$ cat config.mk
export PLATFORM = sky130hd
export DESIGN_NAME = fir3_lane_sched_flat
export DESIGN_NICKNAME = d
export VERILOG_FILES = /design/src/rtl/fir3_pkg.sv /design/src/rtl/fir3_lane_sched_if.sv /design/src/rtl/fir3_sync_fifo.sv /design/src/rtl/fir3_lane_sched.sv /design/src/flat_wrapper.sv
export SDC_FILE = /design/constraint.sdc
export NUM_CORES = 1
export LEC_CHECK = 0
export CORE_AREA = 2 2 188 190
export CTS_BUF_LIST = sky130_fd_sc_hd__clkbuf_16
export DETAILED_ROUTE_END_ITERATION = 10
export DIE_AREA = 0 0 190 192
export DONT_BUFFER_PORTS = 1
export PLACE_DENSITY_LB_ADDON = 0.25
export SYNTH_ARGS = -nofsm -noshare
export SYNTH_HDL_FRONTEND = slang
export SYNTH_SLANG_ARGS = --single-unit
$ cat constraint.sdc
create_clock -name CLK -period 2.9 [get_ports CLK]
set_input_delay 0.58 -clock CLK [delete_from_list [all_inputs] [get_ports CLK]]
set_output_delay 0.58 -clock CLK [all_outputs]
set_load 0.02 [all_outputs]
$ cat src/rtl/fir3_pkg.sv
// Shared constants for the 3-parallel FIR lane scheduler.
// Latency: n/a (definitions only).
// Backpressure: n/a.
package fir3_pkg;
    localparam int NBIT_DEFAULT = 12;
    localparam int LANE_3K      = 0;
    localparam int LANE_3K1     = 1;
    localparam int LANE_3K2     = 2;
    localparam int TAG_W        = 2;

    // Number of valid lanes in an issued group: 1, 2 or 3.
    typedef logic [TAG_W-1:0] tag_t;
endpackage

$ cat src/rtl/fir3_lane_sched_if.sv
// Bundle of serial-in, filter-side and serial-out signals of the lane scheduler.
// Latency: n/a (wiring only).
// Backpressure: S_RDY gates the serial input; M_RDY stalls the serial output.
interface fir3_lane_sched_if #(parameter int NBIT = fir3_pkg::NBIT_DEFAULT) ();
    logic [NBIT-1:0] S_DIN;
    logic            S_VIN;
    logic            S_RDY;
    logic            FLUSH;
    logic [NBIT-1:0] P_DIN3K;
    logic [NBIT-1:0] P_DIN3K1;
    logic [NBIT-1:0] P_DIN3K2;
    logic            P_VIN;
    logic [NBIT-1:0] P_DOUT3K;
    logic [NBIT-1:0] P_DOUT3K1;
    logic [NBIT-1:0] P_DOUT3K2;
    logic            P_VOUT;
    logic [NBIT-1:0] M_DOUT;
    logic            M_VOUT;
    logic            M_RDY;
    logic            OVF;

    // Environment side: serial source, filter model, serial sink.
    modport master (
        output S_DIN, S_VIN, FLUSH, P_DOUT3K, P_DOUT3K1, P_DOUT3K2, P_VOUT, M_RDY,
        input  S_RDY, P_DIN3K, P_DIN3K1, P_DIN3K2, P_VIN, M_DOUT, M_VOUT, OVF
    );

    // Scheduler side.
    modport slave (
        input  S_DIN, S_VIN, FLUSH, P_DOUT3K, P_DOUT3K1, P_DOUT3K2, P_VOUT, M_RDY,
        output S_RDY, P_DIN3K, P_DIN3K1, P_DIN3K2, P_VIN, M_DOUT, M_VOUT, OVF
    );
endinterface

$ cat src/rtl/fir3_sync_fifo.sv
// Generic synchronous FIFO, DEPTH a power of two; head is the oldest entry.
// Latency: push at edge n is visible at head (empty=0) in cycle n+1.
// Backpressure: push ignored when full, pop ignored when empty.
module fir3_sync_fifo #(
    parameter int WIDTH = 8,
    parameter int DEPTH = 4
) (
    input  logic             clk,
    input  logic             rst,
    input  logic             push,
    input  logic [WIDTH-1:0] push_dat,
    input  logic             pop,
    output logic [WIDTH-1:0] head,
    output logic             full,
    output logic             empty
);
    localparam int          AW   = (DEPTH > 1) ? $clog2(DEPTH) : 1;
    localparam int unsigned FULL = DEPTH;

    logic [WIDTH-1:0] mem [DEPTH];
    logic [AW-1:0]    wr_ptr;
    logic [AW-1:0]    rd_ptr;
    logic [AW:0]      count;
    logic             do_push;
    logic             do_pop;

    assign full    = (count == FULL[AW:0]);
    assign empty   = (count == '0);
    assign do_push = push & ~full;
    assign do_pop  = pop & ~empty;
    assign head    = mem[rd_ptr];

    always_ff @(posedge clk) begin
        if (rst) begin
            wr_ptr <= '0;
            rd_ptr <= '0;
            count  <= '0;
        end else begin
            if (do_push) wr_ptr <= wr_ptr + 1'b1;
            if (do_pop)  rd_ptr <= rd_ptr + 1'b1;
            count <= count + {{AW{1'b0}}, do_push} - {{AW{1'b0}}, do_pop};
        end
    end

    // Storage needs no reset: occupancy is tracked by count alone.
    always_ff @(posedge clk) begin
        if (do_push) mem[wr_ptr] <= push_dat;
    end
endmodule

$ cat src/rtl/fir3_lane_sched.sv
// Packs serial samples into 3-lane groups for the unfolded FIR and re-serialises its results.
// Latency: third sample accepted at edge n -> P_VIN in cycle n+1; result captured at edge r -> M_VOUT in cycle r+1.
// Backpressure: credits (one per output-FIFO group) gate S_RDY, so the non-stalling filter never overruns the FIFO.
// Ports: CLK/RST (sync, active-high); bus.slave carries S_* serial in, FLUSH, P_* filter lanes, M_* serial out, OVF.
module fir3_lane_sched #(
    parameter int NBIT  = fir3_pkg::NBIT_DEFAULT,
    parameter int DEPTH = 4
) (
    input  logic           CLK,
    input  logic           RST,
    fir3_lane_sched_if.slave bus
);
    import fir3_pkg::*;

    localparam int CW = $clog2(DEPTH + 1);

    logic [1:0]        fill;
    logic [1:0]        fill_inc;
    logic              accept;
    logic              issue;
    logic              transfer;
    logic              last_lane;
    logic              wr_data;
    logic              ovf_evt;
    logic              s_rdy;
    logic              p_vin;
    logic              ovf;
    logic [NBIT-1:0]   stg  [3];
    logic [NBIT-1:0]   grp  [3];
    logic [NBIT-1:0]   lane [3];
    logic [NBIT-1:0]   ret  [3];
    logic [NBIT-1:0]   dat_lane [3];
    logic [3*NBIT-1:0] push_dat;
    logic [3*NBIT-1:0] head_dat;
    logic [NBIT-1:0]   m_dout;
    logic [CW-1:0]     credits;
    logic [CW-1:0]     credits_nxt;
    logic [CW-1:0]     outstanding;  // groups issued but not yet returned
    logic [1:0]        idx;
    tag_t              head_tag;
    logic              tag_full;
    logic              tag_empty;
    logic              dat_full;
    logic              dat_empty;

    // fill_inc counts the current sample too, so it is both the
    // completion test and the tag of whatever group issues now.
    assign accept    = bus.S_VIN & s_rdy;
    assign fill_inc  = fill + {1'b0, accept};
    assign issue     = (fill_inc == 2'd3) || (bus.FLUSH && (fill_inc != 2'd0));
    assign transfer  = ~dat_empty & bus.M_RDY;
    assign last_lane = transfer && (idx == head_tag - 2'd1);
    assign wr_data   = bus.P_VOUT && (outstanding != '0);
    assign ovf_evt   = bus.P_VOUT && (outstanding == '0);
    assign credits_nxt = credits - CW'(issue) + CW'(last_lane);

    assign ret[LANE_3K]  = bus.P_DOUT3K;
    assign ret[LANE_3K1] = bus.P_DOUT3K1;
    assign ret[LANE_3K2] = bus.P_DOUT3K2;

    always_comb begin
        push_dat = '0;
        m_dout   = '0;
        for (int i = 0; i < 3; i++) begin
            // The sample accepted this cycle joins the group being issued.
            grp[i] = (accept && (fill == 2'(i))) ? bus.S_DIN : stg[i];
            push_dat[i*NBIT +: NBIT] = ret[i];
            dat_lane[i] = head_dat[i*NBIT +: NBIT];
            if (!dat_empty && (idx == 2'(i))) m_dout = dat_lane[i];
        end
    end

    always_ff @(posedge CLK) begin
        if (RST) begin
            fill        <= '0;
            s_rdy       <= 1'b0;
            p_vin       <= 1'b0;
            ovf         <= 1'b0;
            credits     <= CW'(DEPTH);
            outstanding <= '0;
            idx         <= '0;
            for (int i = 0; i < 3; i++) begin
                stg[i]  <= '0;
                lane[i] <= '0;
            end
        end else begin
            p_vin       <= issue;
            s_rdy       <= (credits_nxt != '0);
            credits     <= credits_nxt;
            fill        <= issue ? 2'd0 : fill_inc;
            outstanding <= outstanding + CW'(issue) - CW'(wr_data);
            if (ovf_evt) ovf <= 1'b1;
            if (transfer) idx <= last_lane ? 2'd0 : idx + 2'd1;
            for (int i = 0; i < 3; i++) begin
                if (accept && (fill == 2'(i))) stg[i] <= bus.S_DIN;
                // Lanes beyond the group's tag are zero, never stale data.
                if (issue) lane[i] <= (2'(i) < fill_inc) ? grp[i] : '0;
            end
        end
    end

    fir3_sync_fifo #(.WIDTH(TAG_W), .DEPTH(DEPTH)) u_tag_fifo (
        .clk      (CLK),
        .rst      (RST),
        .push     (issue),
        .push_dat (fill_inc),
        .pop      (last_lane),
        .head     (head_tag),
        .full     (tag_full),
        .empty    (tag_empty)
    );

    fir3_sync_fifo #(.WIDTH(3*NBIT), .DEPTH(DEPTH)) u_dat_fifo (
        .clk      (CLK),
        .rst      (RST),
        .push     (wr_data),
        .push_dat (push_dat),
        .pop      (last_lane),
        .head     (head_dat),
        .full     (dat_full),
        .empty    (dat_empty)
    );

    assign bus.S_RDY    = s_rdy;
    assign bus.P_VIN    = p_vin;
    assign bus.P_DIN3K  = lane[LANE_3K];
    assign bus.P_DIN3K1 = lane[LANE_3K1];
    assign bus.P_DIN3K2 = lane[LANE_3K2];
    assign bus.M_VOUT   = ~dat_empty;
    assign bus.M_DOUT   = m_dout;
    assign bus.OVF      = ovf;

    // Credits make these unreachable; they guard the bookkeeping.
    a_dat_room: assert property (@(posedge CLK) disable iff (RST) !(wr_data && dat_full));
    a_tag_room: assert property (@(posedge CLK) disable iff (RST) !(issue && tag_full));
    a_tag_head: assert property (@(posedge CLK) disable iff (RST) !(!dat_empty && tag_empty));
    a_credits:  assert property (@(posedge CLK) disable iff (RST) credits <= CW'(DEPTH));
endmodule

$ cat src/flat_wrapper.sv
// flat-port wrapper written by rule: the top's interface ports become plain ports
module fir3_lane_sched_flat import fir3_pkg::*;
#(
    parameter int NBIT  = fir3_pkg::NBIT_DEFAULT,
    parameter int DEPTH = 4
)
  (CLK, RST, bus_S_DIN, bus_S_VIN, bus_FLUSH, bus_P_DOUT3K, bus_P_DOUT3K1, bus_P_DOUT3K2, bus_P_VOUT, bus_M_RDY, bus_S_RDY, bus_P_DIN3K, bus_P_DIN3K1, bus_P_DIN3K2, bus_P_VIN, bus_M_DOUT, bus_M_VOUT, bus_OVF);
  fir3_lane_sched_if #(.NBIT(NBIT)) bus_i ();
  input  logic CLK;
  input  logic RST;
  input wire logic [$bits(bus_i.S_DIN)-1:0] bus_S_DIN;
  input wire logic [$bits(bus_i.S_VIN)-1:0] bus_S_VIN;
  input wire logic [$bits(bus_i.FLUSH)-1:0] bus_FLUSH;
  input wire logic [$bits(bus_i.P_DOUT3K)-1:0] bus_P_DOUT3K;
  input wire logic [$bits(bus_i.P_DOUT3K1)-1:0] bus_P_DOUT3K1;
  input wire logic [$bits(bus_i.P_DOUT3K2)-1:0] bus_P_DOUT3K2;
  input wire logic [$bits(bus_i.P_VOUT)-1:0] bus_P_VOUT;
  input wire logic [$bits(bus_i.M_RDY)-1:0] bus_M_RDY;
  output wire logic [$bits(bus_i.S_RDY)-1:0] bus_S_RDY;
  output wire logic [$bits(bus_i.P_DIN3K)-1:0] bus_P_DIN3K;
  output wire logic [$bits(bus_i.P_DIN3K1)-1:0] bus_P_DIN3K1;
  output wire logic [$bits(bus_i.P_DIN3K2)-1:0] bus_P_DIN3K2;
  output wire logic [$bits(bus_i.P_VIN)-1:0] bus_P_VIN;
  output wire logic [$bits(bus_i.M_DOUT)-1:0] bus_M_DOUT;
  output wire logic [$bits(bus_i.M_VOUT)-1:0] bus_M_VOUT;
  output wire logic [$bits(bus_i.OVF)-1:0] bus_OVF;
  assign bus_i.S_DIN = bus_S_DIN;
  assign bus_i.S_VIN = bus_S_VIN;
  assign bus_i.FLUSH = bus_FLUSH;
  assign bus_i.P_DOUT3K = bus_P_DOUT3K;
  assign bus_i.P_DOUT3K1 = bus_P_DOUT3K1;
  assign bus_i.P_DOUT3K2 = bus_P_DOUT3K2;
  assign bus_i.P_VOUT = bus_P_VOUT;
  assign bus_i.M_RDY = bus_M_RDY;
  assign bus_S_RDY = bus_i.S_RDY;
  assign bus_P_DIN3K = bus_i.P_DIN3K;
  assign bus_P_DIN3K1 = bus_i.P_DIN3K1;
  assign bus_P_DIN3K2 = bus_i.P_DIN3K2;
  assign bus_P_VIN = bus_i.P_VIN;
  assign bus_M_DOUT = bus_i.M_DOUT;
  assign bus_M_VOUT = bus_i.M_VOUT;
  assign bus_OVF = bus_i.OVF;
  fir3_lane_sched #(.NBIT(NBIT), .DEPTH(DEPTH)) u_core (.CLK(CLK), .RST(RST), .bus(bus_i));
endmodule
==> impl_metrics.tcl, run 1 <==
set metrics [dict create \
    outcome "finished clean" \
    ys_ff_latch 255 \
    drive_gt1_share_pct 21.3 \
    postCtsSetupRepairBufs 0 \
    synth_compound_area_share_pct 4.15 \
    synth_nets 714 \
    final_common_cell "edfxtp_1" \
    grt_overflow 0 \
    antennaDiodeCount 0 \
    syn_area_um2 10200 \
    via_count 5313 \
    ios 106 \
    ys.warnings.count 0 \
    drt-wirelength-per-cell_um 18.8 \
    clk_pin_slew_ps 60 \
    die_area_um2 36500 \
    timing.rr.start "u_core.u_tag_fifo.mem[3][0]$_DFFE_PP_" \
    root_buffer "clkbuf_16" \
    cts_htree_levels 1 \
    gp_congestion 0.750 \
    synth_top_area_share_pct 65.9 \
    fp.coreArea_um2 34300 \
    synth_top_family_by_area "multiplexers" \
    fin_cells 1158 \
    fin_ws_ps 102 \
    use_met1_pct 13.7 \
    critPathKind "register to output port" \
    worst_pin_slew_ps 617 \
    nets 759 \
    met2_usage_pct 21.8 \
    die_w_um 190 \
    synth-simple-area-share_pct 7.99 \
    synth_area_leaders "edfxtp_1 (66%), mux4_2 (8.4%), dfxtp_1 (6.1%)" \
    leakagePower_nw 4.08 \
    grt_start_max_net_pins 37 \
    max-cap-violations 0 \
    cts_buffers 28 \
    syn-instance-count 637 \
    rr_worst_depth 10 \
    cts_tree "built" \
    muxShareOfSynthArea_pct 9.66 \
    slew_violations 0 \
    cp.buffers_inverters 2 \
    row_count 68 \
    slowest_stage "mux4_2" \
    async_flop_share_pct 0 \
    rsz0062_at_grt "true" \
    mostFrequentLayoutCells "edfxtp_1 (224), nand2_1 (78), a21oi_1 (55)" \
    synth_fa_ha_area_share_pct 3.11 \
    fin_skew_ps 14.6 \
    yosysTopAreaCell "edfxtp_1" \
    endpoint_kind "output port" \
    cp.arrival_ps 2220 \
    r2r_slack_ps 110 \
    cts_buffer_depth 3 \
    die_height_um 192 \
    cpPeakStageDelay_ps 520 \
    drt_iter0_drc 343 \
    cp_top_family "multiplexers" \
    vias_per_cell 4.59 \
    dp_hpwl_um 13900 \
    first_global_vias 5726 \
    timing.final.crit_share_pct 96.5 \
    syn_area_per_cell_um2 16.0 \
    cp_cell_sequence "clkbuf_16 > mux4_2 > a22oi_2 > a21oi_1 > buf_4" \
    yosys_most_used_dff "edfxtp_1" \
    min_to "u_core.u_tag_fifo.wr_ptr[0]$_SDFFE_PP0P_" \
    synth_edf_count 224 \
    post-place-ws_ps 4.31 \
    drc 0 \
    dpl_cell_area_um2 11000 \
    grt_busiest_layer "met2" \
    crit_fanout 18 \
    initial_core_util_pct 29.8 \
    final_antenna_net_count 0 \
    clk_latency_ps 530 \
    portBuffers 0 \
    cts_hold_buf 0 \
    grtUsageMet3_pct 3.40 \
    hp-class "primary input to register" \
    p_per_area_nw_per_um2 890 \
    peakVddDrop_mv 0.456 \
    setup_viol 0 \
    finalCriticalPeriod_ps 2800 \
    relSlewSlack_pct 58.5 \
    start_kind "register" \
    finalHoldViolCount 0 \
    totalWireLength_um 21800 \
    synth_seq_area_share_pct 72.0 \
    cts.sinks 255 \
    stdcell_area_um2 12100 \
    place_inst 1105 \
    fin_setup_tns_ps 0 \
    max_freq_mhz 357 \
    min_from "RST" \
    yosys.cell_types.count 39 \
    whs_ps 119 \
    grt_pass1_wl_um 33300 \
    layout-area-overhead-vs-synth_pct 18.2 \
    grt_usage_pct 11.9 \
    synth-xor-area-share_pct 1.21 \
    dr.pass1.iters 4 \
    hold_depth 1 \
    reg2reg_to "u_core.bus.S_RDY$_SDFF_PP0_" \
    cp.required_ps 2320 \
    antenna_found_initial 0 \
]
per-stage QoR:
stage | utilization [%] | total power [W]
floorplan | - | 0.00644
global placement | 32.2 | 0.00716
detailed placement | 32.2 | 0.00724
CTS | 34.9 | 0.0108
global route | 35.2 | 0.0113
finish | 35.2 | 0.0107
cells by family after synthesis:
kind of cell | Yosys count
simple gates | 173
mux | 49
fa+ha+maj | 23
buf+inv | 50
xor+xnor | 12
flops | 255
compound gates | 75
worst max-delay path by stage:
stage	start	to	slack [ps]	cells past startpoint
6_report	register	bus_M_DOUT[11]	100	5
5_1_grt	u_core.u_tag_fifo.mem[3][0]$_DFFE_PP_	u_core.u_tag_fifo.count[2]$_SDFF_PP0_	-10	12
4_1_cts	register	bus_M_DOUT[10]	-5	5
3_5_place_dp	register	u_core.bus.S_RDY$_SDFF_PP0_	4	10
3_3_place_gp	register	u_core.bus.S_RDY$_SDFF_PP0_	130	10
2_1_floorplan	bus_S_VIN	u_core.bus.S_RDY$_SDFF_PP0_	9	12
state kept, by name (all words and copies together) (netlist names), named ones only:
name,flops
u_core.fill,2
u_core.stg,36
u_core.u_tag_fifo.wr_ptr,2
u_core.u_tag_fifo.count,3
u_core.bus.OVF,1
u_core.u_dat_fifo.wr_ptr,2
u_core.outstanding,3
u_core.u_dat_fifo.rd_ptr,2
u_core.u_dat_fifo.mem,144
u_core.bus.S_RDY,1
u_core.credits,3
u_core.u_tag_fifo.mem,8
u_core.bus.P_VIN,1
u_core.u_tag_fifo.rd_ptr,2
u_core.u_dat_fifo.count,3
u_core.idx,2
u_core.lane,36
worst register-to-register path: stages, from the launching register on:
cell and delay (ps):
edfxtp_1 370, mux4_2 500, or3_4 390, mux2i_4 180, inv_2 60, ha_1 260, inv_1 40, ha_1 180
fa_2 540, nor2_1 50, a21oi_1 150
layer usage:
layer | part of all wire (%) | vias to the layer above | wire length (um)
li1 | - | 2485 | -
met1 | 39 | 2643 | 8570
met2 | 52 | 152 | 11300
met3 | 7.1 | 33 | 1540
met4 | 1.7 | 0 | 380
met5 | 0 | - | 0
timing repair:
action,4_1_cts,5_1_grt
endpoints found under the setup margin,13,16
gates resized for setup,9,11
pin swaps,0,1
gates cloned,0,2
cells in the mapped netlist, drive strengths merged (5+ instances only):
| master | number |
|---|---|
| edfxtp | 224 |
| nand2 | 78 |
| a21oi | 55 |
| mux4 | 38 |
| nor2 | 33 |
| dfxtp | 31 |
| inv | 22 |
| clkbuf | 20 |
| ha | 19 |
| and2 | 18 |
| a22oi | 12 |
| nor2b | 11 |
| xnor2 | 10 |
| buf | 7 |
| mux2 | 6 |
| nand2b | 6 |
| or3 | 6 |
| mux2i | 5 |
layout make-up:
type,count,area [um2]
multi-input cells,332,2740
clock inverters,22,189
fillers,3241,22200
inverters,23,86.3
well taps,455,569
repair buffers,42,412
clock buffers,29,726
flip-flops and latches,255,7350
report_power, final:
part / internal (W) / switching (W) / total [W]
sequential: 0.00462 / 0.000368 / 0.00498
combinational: 0.00102 / 0.00126 / 0.00228
clock: 0.00208 / 0.00139 / 0.00347
total: 0.00771 / 0.00302 / 0.0107
No activity file was read; power rests on OpenSTA's default activity.
==> run 2, diff against run 1 <==
--- a/config.mk
+++ b/config.mk
@@ -10,7 +10,7 @@
 export DETAILED_ROUTE_END_ITERATION = 10
 export DIE_AREA = 0 0 190 192
 export DONT_BUFFER_PORTS = 1
-export PLACE_DENSITY_LB_ADDON = 0.25
+export PLACE_DENSITY = 0.53
 export SYNTH_ARGS = -nofsm -noshare
 export SYNTH_HDL_FRONTEND = slang
 export SYNTH_SLANG_ARGS = --single-unit
==> impl_metrics.tcl, run 2 (synthesis gave the netlist of run 1 again) <==
set metrics [dict create \
    power.switching_w 0.00301 \
    fillers 3234 \
    grt_pass1_wl_um 33200 \
    cp.required_ps 2320 \
    dr.pass1.iters 4 \
    finalHoldViolCount 0 \
    die_w_um 190 \
    hp-class "primary input to register" \
    stdcell_area_um2 12100 \
    die_height_um 192 \
    mostFrequentLayoutCells "edfxtp_1 (224), nand2_1 (78), a21oi_1 (55)" \
    cts_buffers 28 \
    clk_pin_slew_ps 60 \
    max_freq_mhz 360 \
    cts_tree "built" \
    drt_iter0_drc 244 \
    crit_path_start "u_core.u_dat_fifo.count[1]$_SDFF_PP0_" \
    ios 106 \
    grt_start_max_net_pins 37 \
    netSwitchingFraction_pct 28.2 \
    relSlewSlack_pct 53.9 \
    whs_ps 121 \
    largest_register "u_core.u_dat_fifo.mem" \
    leakagePower_nw 4.09 \
    outcome "finished clean" \
    final_antenna_net_count 0 \
    dpl_cell_area_um2 11100 \
    clk_latency_ps 520 \
    grt_overflow 0 \
    fin_setup_tns_ps 0 \
    rsz0062_at_grt "true" \
    dp_hpwl_um 13600 \
    crit_fanout 12 \
    setup_viol 0 \
    drive_gt1_share_pct 21.4 \
    nets 763 \
    fp.coreArea_um2 34300 \
    gp_congestion 0.703 \
    fin_skew_ps 12.4 \
    largest_reg_flops 144 \
    fin_cells 1162 \
    portBuffers 0 \
    max-cap-violations 0 \
    initial_core_util_pct 29.8 \
    reg_top3 "u_core.u_dat_fifo.mem: 144 flops, u_core.lane: 36 flops, u_core.stg: 36 flops" \
    root_buffer "clkbuf_16" \
    cts_buffer_depth 3 \
    antennaDiodeCount 0 \
    vias_per_cell 4.52 \
    cts.sinks 255 \
    die_area_um2 36500 \
    comb_power_share_pct 21.9 \
    via_count 5253 \
    p_per_area_nw_per_um2 880 \
    first_global_vias 5544 \
    grt_usage_pct 11.9 \
    start_kind "register" \
    min_from "RST" \
    place_inst 1108 \
    cts_htree_levels 1 \
    endpoint_kind "output port" \
    drt-wirelength-per-cell_um 18.8 \
    seqPwrFrac_pct 46.6 \
    drc 0 \
    critPathKind "register to output port" \
    final_common_cell "edfxtp_1" \
    worst_pin_slew_ps 691 \
    finalCriticalPeriod_ps 2780 \
    layout-area-overhead-vs-synth_pct 18.6 \
    peakVddDrop_mv 0.412 \
    p_int_w 0.00764 \
    clockPowerShare_pct 31.5 \
    row_count 68 \
    cp.arrival_ps 2200 \
    totalWireLength_um 21800 \
    slew_violations 0 \
    antenna_found_initial 0 \
    timing.final.crit_share_pct 95.7 \
]
==> run 2: changes by cell type in the layout (fill, tap and decap cells not counted), moves of 2 or more <==
cell / delta
buf_12: +5
clkinv_1: +4
dfxtp_4: +2
inv_6: -2
==> run 2: metrics by stage <==
stage                     power [W]  util, %  setup WS, ps
after CTS                    0.0107     35.1          13.0
after global placement      0.00726     32.4          83.8
final                        0.0107     35.3           124
after global routing         0.0112     35.3         -13.6
after floorplan             0.00644        -          8.60
after detailed placement    0.00728     32.4          61.3
==> run 2: routing by layer <==
layer / wire length (um) / track usage (%) / share of wire (%)
met2: 10800 / 20.6 / 50
met5: 0 / 0 / 0
met4: 263 / 2.62 / 1.2
met1: 9380 / 14.9 / 43
met3: 1350 / 3.36 / 6.2
==> run 2: critical path, cell delays in order (launching register included) <==
cell	delay (ps)
dfxtp_2	350
or3_4	420
and3b_1	200
buf_6	160
a22oi_1	210
a21oi_1	120
buf_4	180
==> run 2: area by class of cell <==
cell class	count	area [um2]	area share [%]
clock inverters	22	150	1.24
flip-flops and latches	255	7360	60.8
clock buffers	29	726	5.99
repair buffers	46	487	4.02
inverters	23	86.3	0.713
multi-input cells	332	2730	22.5
well taps	455	569	4.70
==> run 2: power groups by stage <==
stage / clock network [W] / registers (W) / logic [W]
2_1_floorplan: 0 / 0.00498 / 0.00146
3_3_place_gp: 0 / 0.00504 / 0.00223
3_5_place_dp: 0 / 0.00504 / 0.00224
4_1_cts: 0.00344 / 0.00498 / 0.00230
5_1_grt: 0.00359 / 0.00502 / 0.00258
6_report: 0.00335 / 0.00497 / 0.00233
==> run 2: repair_timing <==
action                     CTS  global route
pin swaps                    0             6
setup endpoints to repair   12            16
gates resized for setup      5            16
hold buffers                 0             0
buffers inserted             0             1
gates cloned                 1             1
==> run 2: final timing paths <==
path	end	slack (ps)	cells past startpoint
worst min-delay path	u_core.bus.S_RDY$_SDFF_PP0_	120	1
worst max-delay path	bus_M_DOUT[4]	120	6
worst min register to register	u_core.u_tag_fifo.wr_ptr[1]$_SDFFE_PP0P_	520	2
worst max register to register	u_core.u_dat_fifo.count[2]$_SDFF_PP0_	130	11
==> run 3, diff against run 2 <==
--- a/config.mk
+++ b/config.mk
@@ -11,6 +11,7 @@
 export DIE_AREA = 0 0 190 192
 export DONT_BUFFER_PORTS = 1
 export PLACE_DENSITY = 0.53
+export SKIP_LAST_GASP = 1
 export SYNTH_ARGS = -nofsm -noshare
 export SYNTH_HDL_FRONTEND = slang
 export SYNTH_SLANG_ARGS = --single-unit
==> impl_metrics.tcl, run 3 (synthesis gave the netlist of run 1 again) <==
set metrics [dict create \
    outcome "finished clean" \
    finalHoldViolCount 0 \
    setup_viol 0 \
    cp.required_ps 3360 \
    cp_top_family "adder cells" \
    drc 0 \
    cts_hold_buf 0 \
    initial_core_util_pct 29.8 \
    endpoint_kind "register" \
    gp_congestion 0.703 \
    fin_cells 1162 \
    dr.pass1.iters 4 \
    fp.coreArea_um2 34300 \
    largest_reg_flops 144 \
    rsz0062_at_grt "true" \
    seqPwrFrac_pct 46.6 \
    drt-wirelength-per-cell_um 18.8 \
    totalWireLength_um 21800 \
    die_height_um 192 \
    max_freq_mhz 360 \
    die_w_um 190 \
    drt_iter0_drc 244 \
    fin_ws_ps 123 \
    final_util_pct 35.3 \
    layout-area-overhead-vs-synth_pct 18.6 \
    place_inst 1108 \
    post-place-ws_ps 61.3 \
    netSwitchingFraction_pct 28.2 \
    row_count 68 \
    p_per_area_nw_per_um2 880 \
    max-cap-violations 0 \
    cts_tree "built" \
    comb_power_share_pct 21.9 \
    root_buffer "clkbuf_16" \
    cts_buffer_depth 3 \
    fin_skew_ps 12.4 \
    dp_hpwl_um 13600 \
    clockPowerShare_pct 31.5 \
    hp-class "primary input to register" \
    fillers 3234 \
    antenna_found_initial 0 \
    cpPeakStageDelay_ps 550 \
    mostFrequentLayoutCells "edfxtp_1 (224), nand2_1 (78), a21oi_1 (55)" \
    clk_latency_ps 520 \
    grt_overflow 0 \
    critPathKind "register to register" \
    crit_fanout 4 \
    die_area_um2 36500 \
    start_kind "register" \
    slowest_stage "mux4_2" \
    reg_top3 "u_core.u_dat_fifo.mem: 144 flops, u_core.lane: 36 flops, u_core.stg: 36 flops" \
    worst_pin_slew_ps 688 \
    cts.sinks 255 \
    clk_pin_slew_ps 60 \
    nets 763 \
    cts_htree_levels 1 \
    final_common_cell "edfxtp_1" \
    p_int_w 0.00764 \
    peakVddDrop_mv 0.412 \
    via_count 5255 \
    portBuffers 0 \
    grt_pass1_wl_um 33200 \
    power.switching_w 0.00301 \
    slew_violations 0 \
    cp_cell_sequence "mux4_2 > xnor2_4 > mux2i_4 > inv_1 > ha_1 > inv_1 > ha_1 > fa_2 > nor2_1 > a21oi_1" \
    final_antenna_net_count 0 \
    ios 106 \
    cp.buffers_inverters 2 \
    cts_buffers 28 \
    largest_register "u_core.u_dat_fifo.mem" \
    grt_start_max_net_pins 37 \
    drive_gt1_share_pct 21.2 \
    timing.final.crit_share_pct 95.8 \
    power_w 0.0107 \
    leakagePower_nw 4.09 \
    relSlewSlack_pct 54.2 \
    finalCriticalPeriod_ps 2780 \
    vias_per_cell 4.52 \
    first_global_vias 5544 \
    cp.arrival_ps 3230 \
    antennaDiodeCount 0 \
    grt_usage_pct 11.9 \
]
## run 3: cell counts in the layout (fill, tap and decap cells not counted)
No cell type changed its count.
## run 3: final timing paths
kind,from,to,slack (ps),cells past startpoint
setup reg to reg,register,u_core.bus.S_RDY$_SDFF_PP0_,120,10
hold reg to reg,u_core.u_tag_fifo.wr_ptr[1]$_SDFFE_PP0P_,u_core.u_tag_fifo.wr_ptr[1]$_SDFFE_PP0P_,520,2
setup / recovery,register,u_core.bus.S_RDY$_SDFF_PP0_,120,10
hold / removal,RST,u_core.bus.S_RDY$_SDFF_PP0_,120,1
## run 3: metrics by stage
stage / instance area, um2 / TNS [ps] / hold WS [ps]
after floorplan: 10200 / 0 / 484
final: 12100 / 0 / 121
after global placement: 11100 / 0 / 512
after CTS: 12000 / 0 / 90.2
after detailed placement: 11100 / 0 / 508
after global routing: 12100 / -43.7 / 93.3
## run 3: metal layers
layer | share of wire (%) | up-vias | GRT usage, %
met5 | 0 | - | 0
met4 | 1.2 | 0 | 2.62
met3 | 6.2 | 18 | 3.36
met2 | 50 | 109 | 20.6
met1 | 43 | 2641 | 14.9
li1 | - | 2487 | -
## run 3: cell type report
cell class | count | area, um2 | share of cell area, %
sequential | 255 | 7360 | 60.8
inverter | 23 | 86.3 | 0.713
clock buffer | 29 | 726 | 5.99
timing repair buffer | 46 | 487 | 4.02
clock inverter | 22 | 150 | 1.24
multi-input combinational | 332 | 2730 | 22.5
tap | 455 | 569 | 4.70
## run 3: power groups by stage
stage	Sequential [W]	Combinational (W)	Clock [W]
2_1_floorplan	0.00498	0.00146	0
3_3_place_gp	0.00504	0.00223	0
3_5_place_dp	0.00504	0.00224	0
4_1_cts	0.00498	0.00230	0.00344
5_1_grt	0.00502	0.00258	0.00359
6_report	0.00497	0.00233	0.00335
## run 3: what timing repair did
item                       CTS  global route
gates cloned                 1             1
pin swaps                    0             5
resized for setup            5            15
setup endpoints to repair   12            16
buffers inserted             0             1
